**config.mk**
```make
export PLATFORM = sky130hd
export DESIGN_NAME = divider_booths_inverse
export DESIGN_NICKNAME = d
export VERILOG_FILES = /design/src/rtl/divider_booths_inverse.sv
export SDC_FILE = /design/constraint.sdc
export NUM_CORES = 1
export LEC_CHECK = 0
export CAP_MARGIN = 10
export CORE_MARGIN = 1
export CORE_UTILIZATION = 58
export DETAILED_ROUTE_END_ITERATION = 8
export PLACE_DENSITY = 0.87
export SETUP_SLACK_MARGIN = 0.05
export SYNTH_ARGS = -nofsm -noshare
export SYNTH_HDL_FRONTEND = slang
export SYNTH_SLANG_ARGS = --single-unit
export TNS_END_PERCENT = 5
```
**constraint.sdc**
```tcl
create_clock -name clock -period 3 [get_ports clock]
set_input_delay 0.6 -clock clock [delete_from_list [all_inputs] [get_ports clock]]
set_output_delay 0.6 -clock clock [all_outputs]
set_load 0.01 [all_outputs]
```
**src/rtl/divider_booths_inverse.sv**
```systemverilog
// divider_booths_inverse: sequential restoring divider, inverse companion of the
// Booth multiplier. Divides a 2N-bit dividend by an N-bit divisor, producing one
// quotient magnitude bit per clock, then applies the sign correction in a final
// FIX cycle. Shares the multiplier's load/done handshake.
//
// Ports:
//   clock      rising-edge system clock
//   clear      asynchronous active-high reset (priority over load)
//   load       start a division (accepted in IDLE or DONE)
//   dividend   2N-bit dividend
//   divisor    N-bit divisor
//   quotient   registered N-bit quotient (low N bits of the full result)
//   remainder  registered N-bit remainder
//   done       result valid, held until the next accepted load
//   overflow   quotient does not fit in N bits (valid with done)
//   div_zero   divisor was zero (valid with done)
//
// Build option: define DIVIDER_SIGNED_EN for two's-complement operands;
// otherwise operands are unsigned and FIX is a pass-through.
//
// Timing: accept edge 0 -> ACCEPT; edge 1 -> BUSY (or DONE on divide by zero);
// edges 2..2N+1 iterate; edge 2N+2 leaves FIX with done=1.

module divider_booths_inverse #(
  parameter int N = 4
) (
  input  logic           clock,
  input  logic           clear,
  input  logic           load,
  input  logic [2*N-1:0] dividend,
  input  logic [N-1:0]   divisor,
  output logic [N-1:0]   quotient,
  output logic [N-1:0]   remainder,
  output logic           done,
  output logic           overflow,
  output logic           div_zero
);

  localparam int unsigned W2 = 2 * N;
  localparam int unsigned CW = (W2 > 1) ? $clog2(W2) : 1;

  typedef enum logic [2:0] {
    S_IDLE,
    S_ACCEPT,
    S_BUSY,
    S_FIX,
    S_DONE
  } state_t;

  state_t state, state_nxt;

  logic [W2-1:0] dmag;   // dividend magnitude, shifted out MSB first
  logic [N-1:0]  vmag;   // divisor magnitude
  logic [N-1:0]  pr;     // partial remainder (always < vmag)
  logic [W2-1:0] qmag;   // quotient magnitude
  logic [CW-1:0] cnt;    // iteration counter 0..2N-1
  logic [N-1:0]  dlow;   // dividend low bits, reported as remainder on divide by zero

`ifdef DIVIDER_SIGNED_EN
  logic qneg;            // quotient must be negated in FIX
  logic rneg;            // remainder must be negated in FIX
  logic [W2-1:0] q_signed;
`endif

  logic [N:0]    shifted;
  logic          ge;
  logic [N-1:0]  diff;
  logic [N-1:0]  q_out;
  logic [N-1:0]  r_out;
  logic          ovf;

  // State register
  always_ff @(posedge clock or posedge clear) begin
    if (clear) state <= S_IDLE;
    else       state <= state_nxt;
  end

  // Next-state logic
  always_comb begin
    state_nxt = state;
    case (state)
      S_IDLE, S_DONE: if (load) state_nxt = S_ACCEPT;
      S_ACCEPT:       state_nxt = (vmag == '0) ? S_DONE : S_BUSY;
      S_BUSY:         if (cnt == CW'(W2 - 1)) state_nxt = S_FIX;
      S_FIX:          state_nxt = S_DONE;
      default:        state_nxt = S_IDLE;
    endcase
  end

  // One restoring step: shift in next dividend bit, trial-subtract divisor
  always_comb begin
    shifted = {pr, dmag[W2-1]};
    ge      = (shifted >= {1'b0, vmag});
    diff    = N'(shifted - {1'b0, vmag});
  end

  // Final result formatting and overflow detection
`ifdef DIVIDER_SIGNED_EN
  always_comb begin
    q_signed = qneg ? (W2'(0) - qmag) : qmag;
    q_out    = q_signed[N-1:0];
    r_out    = rneg ? (N'(0) - pr) : pr;
    // in range iff bits [2N-1:N-1] are all equal (sign extension of N-bit value)
    ovf      = !((&q_signed[W2-1:N-1]) || !(|q_signed[W2-1:N-1]));
  end
`else
  always_comb begin
    q_out = qmag[N-1:0];
    r_out = pr;
    ovf   = |qmag[W2-1:N];
  end
`endif

  // Datapath and output registers
  always_ff @(posedge clock or posedge clear) begin
    if (clear) begin
      dmag      <= '0;
      vmag      <= '0;
      pr        <= '0;
      qmag      <= '0;
      cnt       <= '0;
      dlow      <= '0;
`ifdef DIVIDER_SIGNED_EN
      qneg      <= 1'b0;
      rneg      <= 1'b0;
`endif
      quotient  <= '0;
      remainder <= '0;
      done      <= 1'b0;
      overflow  <= 1'b0;
      div_zero  <= 1'b0;
    end else begin
      case (state)
        S_IDLE, S_DONE: begin
          if (load) begin
`ifdef DIVIDER_SIGNED_EN
            dmag <= dividend[W2-1] ? (W2'(0) - dividend) : dividend;
            vmag <= divisor[N-1]   ? (N'(0) - divisor)   : divisor;
            qneg <= dividend[W2-1] ^ divisor[N-1];
            rneg <= dividend[W2-1];
`else
            dmag <= dividend;
            vmag <= divisor;
`endif
            dlow     <= dividend[N-1:0];
            pr       <= '0;
            qmag     <= '0;
            cnt      <= '0;
            done     <= 1'b0;
            overflow <= 1'b0;
            div_zero <= 1'b0;
          end
        end
        S_ACCEPT: begin
          if (vmag == '0) begin
            quotient  <= '1;
            remainder <= dlow;
            overflow  <= 1'b0;
            div_zero  <= 1'b1;
            done      <= 1'b1;
          end
        end
        S_BUSY: begin
          pr   <= ge ? diff : shifted[N-1:0];
          qmag <= {qmag[W2-2:0], ge};
          dmag <= {dmag[W2-2:0], 1'b0};
          cnt  <= cnt + CW'(1);
        end
        S_FIX: begin
          quotient  <= q_out;
          remainder <= r_out;
          overflow  <= ovf;
          done      <= 1'b1;
        end
        default: ;
      endcase
    end
  end

endmodule

```
### Word level (Yosys, flattened, before mapping)

Cells that the tools add are included.

| word-level totals | value |
|---|---|
| register bits | 45 |
| bits of input ports | 15 |
| output and inout bits | 11 |
| word-level logic and storage cells | 60 |

| operators by class | value |
|---|---|
| add/subtract/negate cells | 2 |
| $lt $le $gt $ge | 1 |
| eq/ne operators | 8 |
| muxes and demuxes | 23 |
| reductions and logical operators | 14 |

Operators by type and width:

| kind | count |
|---|---|
| one-hot mux 8 bit (2 select lines) | 2 |
| one-hot mux 4 bit (2 select lines) | 3 |
| 2-to-1 mux 4 bit | 4 |
| 2-to-1 mux 8 bit | 2 |
| 2-to-1 mux 3 bit | 4 |
| one-hot mux 3 bit (4 select lines) | 1 |
| AND reduction 2 bit | 4 |
| == test 3 x 2 -> 1 bit, second input constant | 2 |
| == test 3 bit, second input constant | 2 |
| != test 2 bit, second input constant | 3 |
| one-hot mux 1 bit (3 select lines) | 2 |
| one-hot mux 3 bit (2 select lines) | 1 |
| AND reduction 3 bit | 2 |
| nonzero test 2 bit | 3 |
| >= comparator 5 x 4 -> 1 bit | 1 |
| logical NOT 4 bit | 1 |
| OR reduction 4 bit | 1 |
| subtractor 4 bit | 1 |
| adder 3 x 1 -> 3 bit, second input constant | 1 |
| == test 3 x 1 -> 1 bit, second input constant | 1 |
| logical NOT 3 bit | 1 |
| 2-to-1 mux 1 bit | 3 |
| nonzero test 3 bit | 1 |
| one-hot mux 1 bit (2 select lines) | 1 |
| OR reduction 2 bit | 1 |

### Depth between registers and ports, before layout

| depth | value |
|---|---|
| depth in word-level cells | 4 |
| gate-level depth with buffers | 8 |
| depth with buffers taken out | 7 |

### Worst setup path after synthesis

Ideal clock, no wire load.

| path | value |
|---|---|
| path kind | register to register |
| start | register pr[1] |
| end | register pr[0] |
| library setup time | 0.121 ns |
| arrival time | 1.662 ns |
| slack | 1.217 ns |
| stages on the path, launching flop included | 7 |
| period minus slack after synthesis | 1.783 ns |
| cell sequence | dfrtp_1 > ha_1 > or2_2 > a211oi_1 > a21oi_2 > mux2i_1 > a22o_1 |

| on the way | value |
|---|---|
| cells in the longest elaborated chain, start to end | 3 |

RTL lines:

| item | line | source |
|---|---|---|
| from (decl) | 54 | `logic [N-1:0] pr;` |
| from (signal assigned) | 164 | `pr <= ge ? diff : shifted[N-1:0];` |
| >= comparator 5 x 4 -> 1 bit | 93 | `ge = (shifted >= {1'b0, vmag});` |
| 2-to-1 mux 4 bit | 164 |  |
| one-hot mux 4 bit (2 select lines) | 133 | `case (state)` |

No other way between the ends.
A chain may end at the register's enable or synchronous reset.

### Worst setup path after layout

| path | value |
|---|---|
| start | register vmag[2] |
| end | register pr[1] |

| on the way | value |
|---|---|
| cells in the longest elaborated chain, start to end | 3 |

RTL lines:

| item | line | source |
|---|---|---|
| from (decl) | 53 | `logic [N-1:0] vmag;` |
| from (signal assigned) | 143 | `vmag <= divisor;` |
| >= comparator 5 x 4 -> 1 bit | 93 |  |
| 2-to-1 mux 4 bit | 164 |  |
| one-hot mux 4 bit (2 select lines) | 133 |  |

No other way between the ends.

==> impl_metrics.csv <==
group,metric,value,unit
global_route,grt_pass1_vias,1498,
clock_network,clock_latency,0.34,ns
final_layout,num-nets-final,237,
final_layout,nFillCells,242,
synth,synth-seq-area-share,0.562,
clock_network,postCtsSetupBuffers,0,
clock_network,cts_tree,"yes",
synth,ys.flop_type,"dfrtp_1",
clock_network,clk_pin_slew,0.12,ns
critical_path,crit_path_end_kind,"flop",
sta,setup_viol,0,
synth,ys_warn_count,0,
floorplan,start_util,0.635,
drt,vias_per_cell,5.73,
global_route,grt_pass1_wl,6640,µm
synth,synth-edff-count,0,
sta,slew_headroom,0.264,
critical_path,crit_arrival,2.22,ns
floorplan,dieArea,3690,µm²
drt,vias,1490,
floorplan,dieWidth,60.8,µm
global_route,overflow,0,
critical_path,rrSetupSlack,1.02,ns
drt,drc,0,
placed_design,hpwl,2890,µm
global_route,track_usage,0.251,
pwr,pwr-share-clk,0.109,
critical_path,critPathMaxFanout,5,
synth,synth_area_leaders,"dfrtp_1, nand2_1, a22o_1, mux2i_1, ha_1",
sta,fmax,506,MHz
synth,ys_seq_elements,45,
drt,drt_wl_total,3990,µm
sta,tns,0,ns
sta,final_max_slew_viol_count,0,
synth,synth_largest_area_cell,"dfrtp_1",
sta,final.setup_skew,0.00673,ns
global_route,antenna_found_initial,0,
drt,drtAntennaViolNets,0,
drt,drt_pass1_iterations,4,
drt,drt_iter0_drc,73,
clock_network,cts-resized-gates,0,
critical_path,required,3.24,ns
critical_path,critical_path_class,"flop to flop",
sta,tightest_slew,1.09,ns
pwr,p_sw_frac,0.397,
sta,fin_crit_sh,0.658,
pwr,p_switching,0.973,mW
synth,synthCells,188,
min_path,hold_path.class,"flop to flop",
drt,avgRoutedWirePerCell,15.4,µm
synth,syn_area_per_cell,10.6,µm²
clock_network,clk_path_buf_depth,2,
pwr,p_int,1.48,mW
pwr,ir_drop,0.562,mV
clock_network,cts_hold_buf,0,
status,status,"finished clean",
sta,rsz0062_at_grt,"no",
pwr,power_density,1050,nW/µm²
placed_design,globalplace.congestion,0.810,
final_layout,syn_to_final_growth,16.4,%
pwr,p_comb_frac,0.464,
synth,synth_top_area_frac,0.562,
sta,fin_crit,1.98,ns
synth,syn_nets,210,
placed_design,io_buffers,25,
floorplan,coreArea,3150,µm²
sta,hold_viol_final,0,
pwr,p_seq_frac,0.426,
job,cap_violations,0,
final_layout,diodes,0,
floorplan,die_y,60.8,µm
synth,synth_cell_types,33,
pwr,leakage,1.10,nW
critical_path,crit_path_start_kind,"flop",
floorplan,rows,20,
synth,synthArstFlopShare,1.00,
floorplan,ios,26,
global_route,grt_max_degree,46,
sta,holdWs,0.494,ns
clock_network,cts_sinks,45,
final_layout,drive_gt1_frac,0.0556,
placed_design,place_inst,252,
clock_network,cts_made_buffers,5,
pwr,finalPower,2.45,mW
synth,syn_area,2000,µm²
clock_network,cts_root_buf,"clkbuf_4",
clock_network,htreeDepth,2,
final_layout,fin_cells,260,
placed cells by master (no fill, tap or decap), types with 3 or more instances in the layout:
cell	instances
clkbuf_4	5
dfrtp_1	45
inv_1	8
o22ai_1	3
ha_1	6
nor2_1	10
buf_4	3
a22oi_1	3
o21ai_0	13
mux2i_1	8
a22o_1	12
clkbuf_1	3
o22a_1	4
clkdlybuf4s50_1	25
a21oi_1	6
nand2_1	40
nor4_1	3
logic make-up (layout without fill, tap and decap cells):
family | after synthesis | after routing | share of synthesized area
AND/OR/NAND/NOR | 65 | 65 | 0.148
AO/OA/AOI/OAI | 45 | 45 | 0.154
flip-flops | 45 | 45 | 0.562
buffers and inverters | 16 | 44 | 0.0394
multiplexers | 8 | 8 | 0.0400
adder cells (fa/ha/maj) | 7 | 7 | 0.0475
XOR/XNOR | 2 | 2 | 0.00875
state kept, by name, summed over array words and instances, names as in the netlist, 3 cells and up:
| signal | flops |
|---|---|
| pr | 4 |
| cnt | 3 |
| remainder | 4 |
| dlow | 4 |
| dmag | 8 |
| qmag | 8 |
| vmag | 4 |
| quotient | 4 |
| state | 3 |
Yosys cell counts (2+ instances only):
cell      count
nand3_1       2
nor2_1       10
a22oi_1       3
nand2_1      40
nor3_1        2
inv_1         8
clkbuf_1      2
ha_1          6
o22ai_1       3
buf_4         2
o22a_1        4
a21oi_1       6
mux2i_1       8
a22o_1       12
o21ai_0      13
dfrtp_1      45
nor4_1        3
nand3b_1      2
buf_2         3
power by group through the flow:
stage / Clock [mW] / Sequential (mW) / Combinational, mW
floorplan: 0 / 1.02 / 0.821
detailed placement: 0 / 1.06 / 1.14
global placement: 0 / 1.03 / 1.06
CTS: 0.272 / 1.04 / 1.14
finish: 0.268 / 1.05 / 1.14
global route: 0.295 / 1.07 / 1.28
area by class of cell:
type / count / area, µm² / share of cell area
tap: 44 / 55.1 / 0.0236
inverter: 8 / 30.0 / 0.0129
multi-input combinational: 127 / 797 / 0.342
clock buffer: 8 / 48.8 / 0.0209
timing repair buffer: 28 / 273 / 0.117
sequential: 45 / 1130 / 0.483
per-stage QoR:
stage | util | setup slack [ns] | instance area (µm²)
after CTS | 0.739 | 1.04 | 2330
after detailed placement | 0.723 | 0.924 | 2280
after global routing | 0.739 | 0.893 | 2330
after floorplan | - | 1.22 | 2000
after global placement | 0.723 | 0.978 | 2280
final | 0.739 | 1.02 | 2330
final timing paths:
check,end,depth (start not counted),from
min reg2reg,done$_DFFE_PP0P_,2,done$_DFFE_PP0P_
max in group asynchronous,qmag[5]$_DFFE_PP0P_,3,clear
min,done$_DFFE_PP0P_,2,done$_DFFE_PP0P_
max reg2reg,pr[1]$_DFFE_PP0P_,7,vmag[2]$_DFFE_PP0P_
max,pr[1]$_DFFE_PP0P_,7,vmag[2]$_DFFE_PP0P_
min in group asynchronous,pr[3]$_DFFE_PP0P_,3,clear
metal layers:
| metal | part of all wire | up-vias | GRT usage | wire (µm) |
|---|---|---|---|---|
| li1 | - | 708 | - | - |
| met1 | 0.40 | 723 | 0.294 | 1580 |
| met2 | 0.53 | 52 | 0.451 | 2130 |
| met3 | 0.058 | 7 | 0.0469 | 232 |
| met4 | 0.013 | 0 | 0.110 | 53 |
| met5 | 0 | - | 0 | 0 |
worst max-delay path, cell delays in order, from the launching register on:
cell and delay, ns:
dfrtp_1 0.38, inv_1 0.08, ha_1 0.36, or2_2 0.30, a211oi_1 0.28, a21oi_2 0.13, mux2i_1 0.15, a22o_1 0.19
Note: power is estimated with default switching activity, not from simulation.
==> patch 1 (same settings) <==
Change the parameter `N` from 4 to 2.
--- a/src/rtl/divider_booths_inverse.sv
+++ b/src/rtl/divider_booths_inverse.sv
@@ -22,7 +22,7 @@
 // edges 2..2N+1 iterate; edge 2N+2 leaves FIX with done=1.
 
 module divider_booths_inverse #(
-  parameter int N = 4
+  parameter int N = 2
 ) (
   input  logic           clock,
   input  logic           clear,
Interface: changed (resized dividend, divisor, quotient and remainder); port bits go from 26 to 16. The function was not compared with the original's and may differ.
==> patch 1 against the unedited design <==
Via count is 41% lower. Synthesized area decreased by 40%. Synthesized cell count decreased by 42%. Cell count fell by 42%. Routed wire length shrank 44%. Non-clock buffer count is 13 lower. Total power shrank 42%. Clock power decreased by 36%. Count of clock-buffer cells in the layout shrank 4. Sequential cell count shrank 19. Worst setup slack improved by 130 ps. First-iteration DRC count shrank 79%. Final area decreased by 41%. Critical path type is now register to output pin.
==> patch 1: results (changes against the unedited design) <==
metric;value;unit;change
status;finished clean;;
drtIter0Drc;15;;-79%
syn_nets;121;;-42%
synthArstFlopShare;100.0;%;unchanged
crit_fanout;2;;-3
path_delay_family;buffers and inverters;;
critical_path.slowest_cell;clkdlybuf4s50_1;;
io_buffers;15;;-40%
place_hpwl;1663;microns;-43%
synth_cell_types;37;;+12%
max_stage_delay;550;ps;+170 ps
grt_max_degree;27;;-41%
fin_hold_ws;493.4;ps;-0.6600 ps
yosysSeqAreaShare;54.05;%;-2.2 points
crit_arrival;1240;ps;-980 ps
h-tree-depth;1;;-1
clk_pin_slew;140;ps;+20 ps
worstSkewPairLatency;310;ps;-30 ps
grt_use_total;22.09;%;-3.0 points
synthTopCellsByCount;dfrtp_1, nand2_1, inv_1;;
synth_warnings;0;;unchanged
netlist_area;1204;sq um;-40%
cellLeakagePower;0.0006295;uW;-43%
synth.area.top_cells;dfrtp_1, nand2_1, a22o_1;;
routed_wl;2219;microns;-44%
irDropWorstVdd;0.0006002;V;+6.8%
drive_gt1_share;9.756;%;+4.2 points
reg.largest.list;dmag (4), qmag (4), state (3);;
finClkSkew;6.636;ps;-0.09315 ps
fin_nets;136;;-43%
placed_cell_area;1348;sq um;-41%
grt_pass1_wl;3381;microns;-49%
ff2ff_setup_slack;1270;ps;+250 ps
grt_pass1_vias;784;;-48%
tritoncts.num_buffers;3;;-2
tightest_slew;954.6;ps;-137.9 ps
viasPerCell;5.827;;+1.7%
-- patch 1: changes by cell type in the layout (fill, tap and decap cells not counted), moves of 3 or more --
cell and delta:
a22o_1 -7, buf_4 -3, clkbuf_1 -3, clkdlybuf4s50_1 -10
dfrtp_1 -19, ha_1 -3, mux2i_1 -5, nand2_1 -24
nor2_1 -7, o21ai_0 -11
-- patch 1: cell type report --
| cell class | instances | area, sq um |
|---|---|---|
| flip-flops and latches | 26 | 650.6 |
| multi-input cells | 70 | 483.0 |
| well taps | 27 | 33.78 |
| inverters | 8 | 30.03 |
| repair buffers | 15 | 150.1 |
| clock buffers | 4 | 36.28 |
| fillers | 163 | 578.1 |
-- patch 1: layer usage --
layer | wire length [microns] | vias to the layer above | share of wire [%] | GRT usage, %
met4 | 40 | 0 | 1.8 | 12.22
met3 | 77 | 8 | 3.5 | 3.774
li1 | - | 413 | - | -
met5 | 0 | - | 0 | 0
met1 | 1044 | 431 | 47 | 29.06
met2 | 1057 | 22 | 48 | 34.79
-- patch 1: report_power, final --
group / leakage [uW] / internal [uW] / switching (uW)
clock: 0.0000210 / 74.0 / 96.8
sequential: 0.000327 / 499 / 139
combinational: 0.000281 / 316 / 303
total: 0.000629 / 889 / 538
-- patch 1: kinds of logic (layout without fill, tap and decap cells) --
kind of cell | after synthesis | in the layout | share of synthesized area (%)
AND/OR/NAND/NOR | 33 | 33 | 15.80
AO/OA/AOI/OAI | 30 | 30 | 17.78
flip-flops | 26 | 26 | 54.05
buffers and inverters | 13 | 27 | 5.821
multiplexers | 4 | 4 | 3.430
adder cells (fa/ha/maj) | 3 | 3 | 3.119
-- patch 1: stage by stage --
| stage | std cells | worst slack, ps | util [%] |
|---|---|---|---|
| 2_1_floorplan | 109 | 1465 | - |
| 3_3_place_gp | 146 | 980.2 | 68.69 |
| 3_5_place_dp | 146 | 971.6 | 68.69 |
| 4_1_cts | 150 | 1130 | 70.54 |
| 5_1_grt | 150 | 1094 | 70.54 |
| 6_report | 150 | 1156 | 70.54 |
-- patch 1: path summary, 6_finish.rpt --
check                                          start                       end  cells after the start
min in group asynchronous                      clear  remainder[1]$_DFFE_PP0P_                      2
max in group asynchronous                      clear   quotient[0]$_DFFE_PP0P_                      2
worst max register to register  state[1]$_DFFE_PP0P_        cnt[0]$_DFFE_PP0P_                      3
worst max-delay path                done$_DFFE_PP0P_                      done                      1
worst min register to register   dlow[1]$_DFFE_PP0P_       dlow[1]$_DFFE_PP0P_                      2
worst min-delay path             dlow[1]$_DFFE_PP0P_       dlow[1]$_DFFE_PP0P_                      2
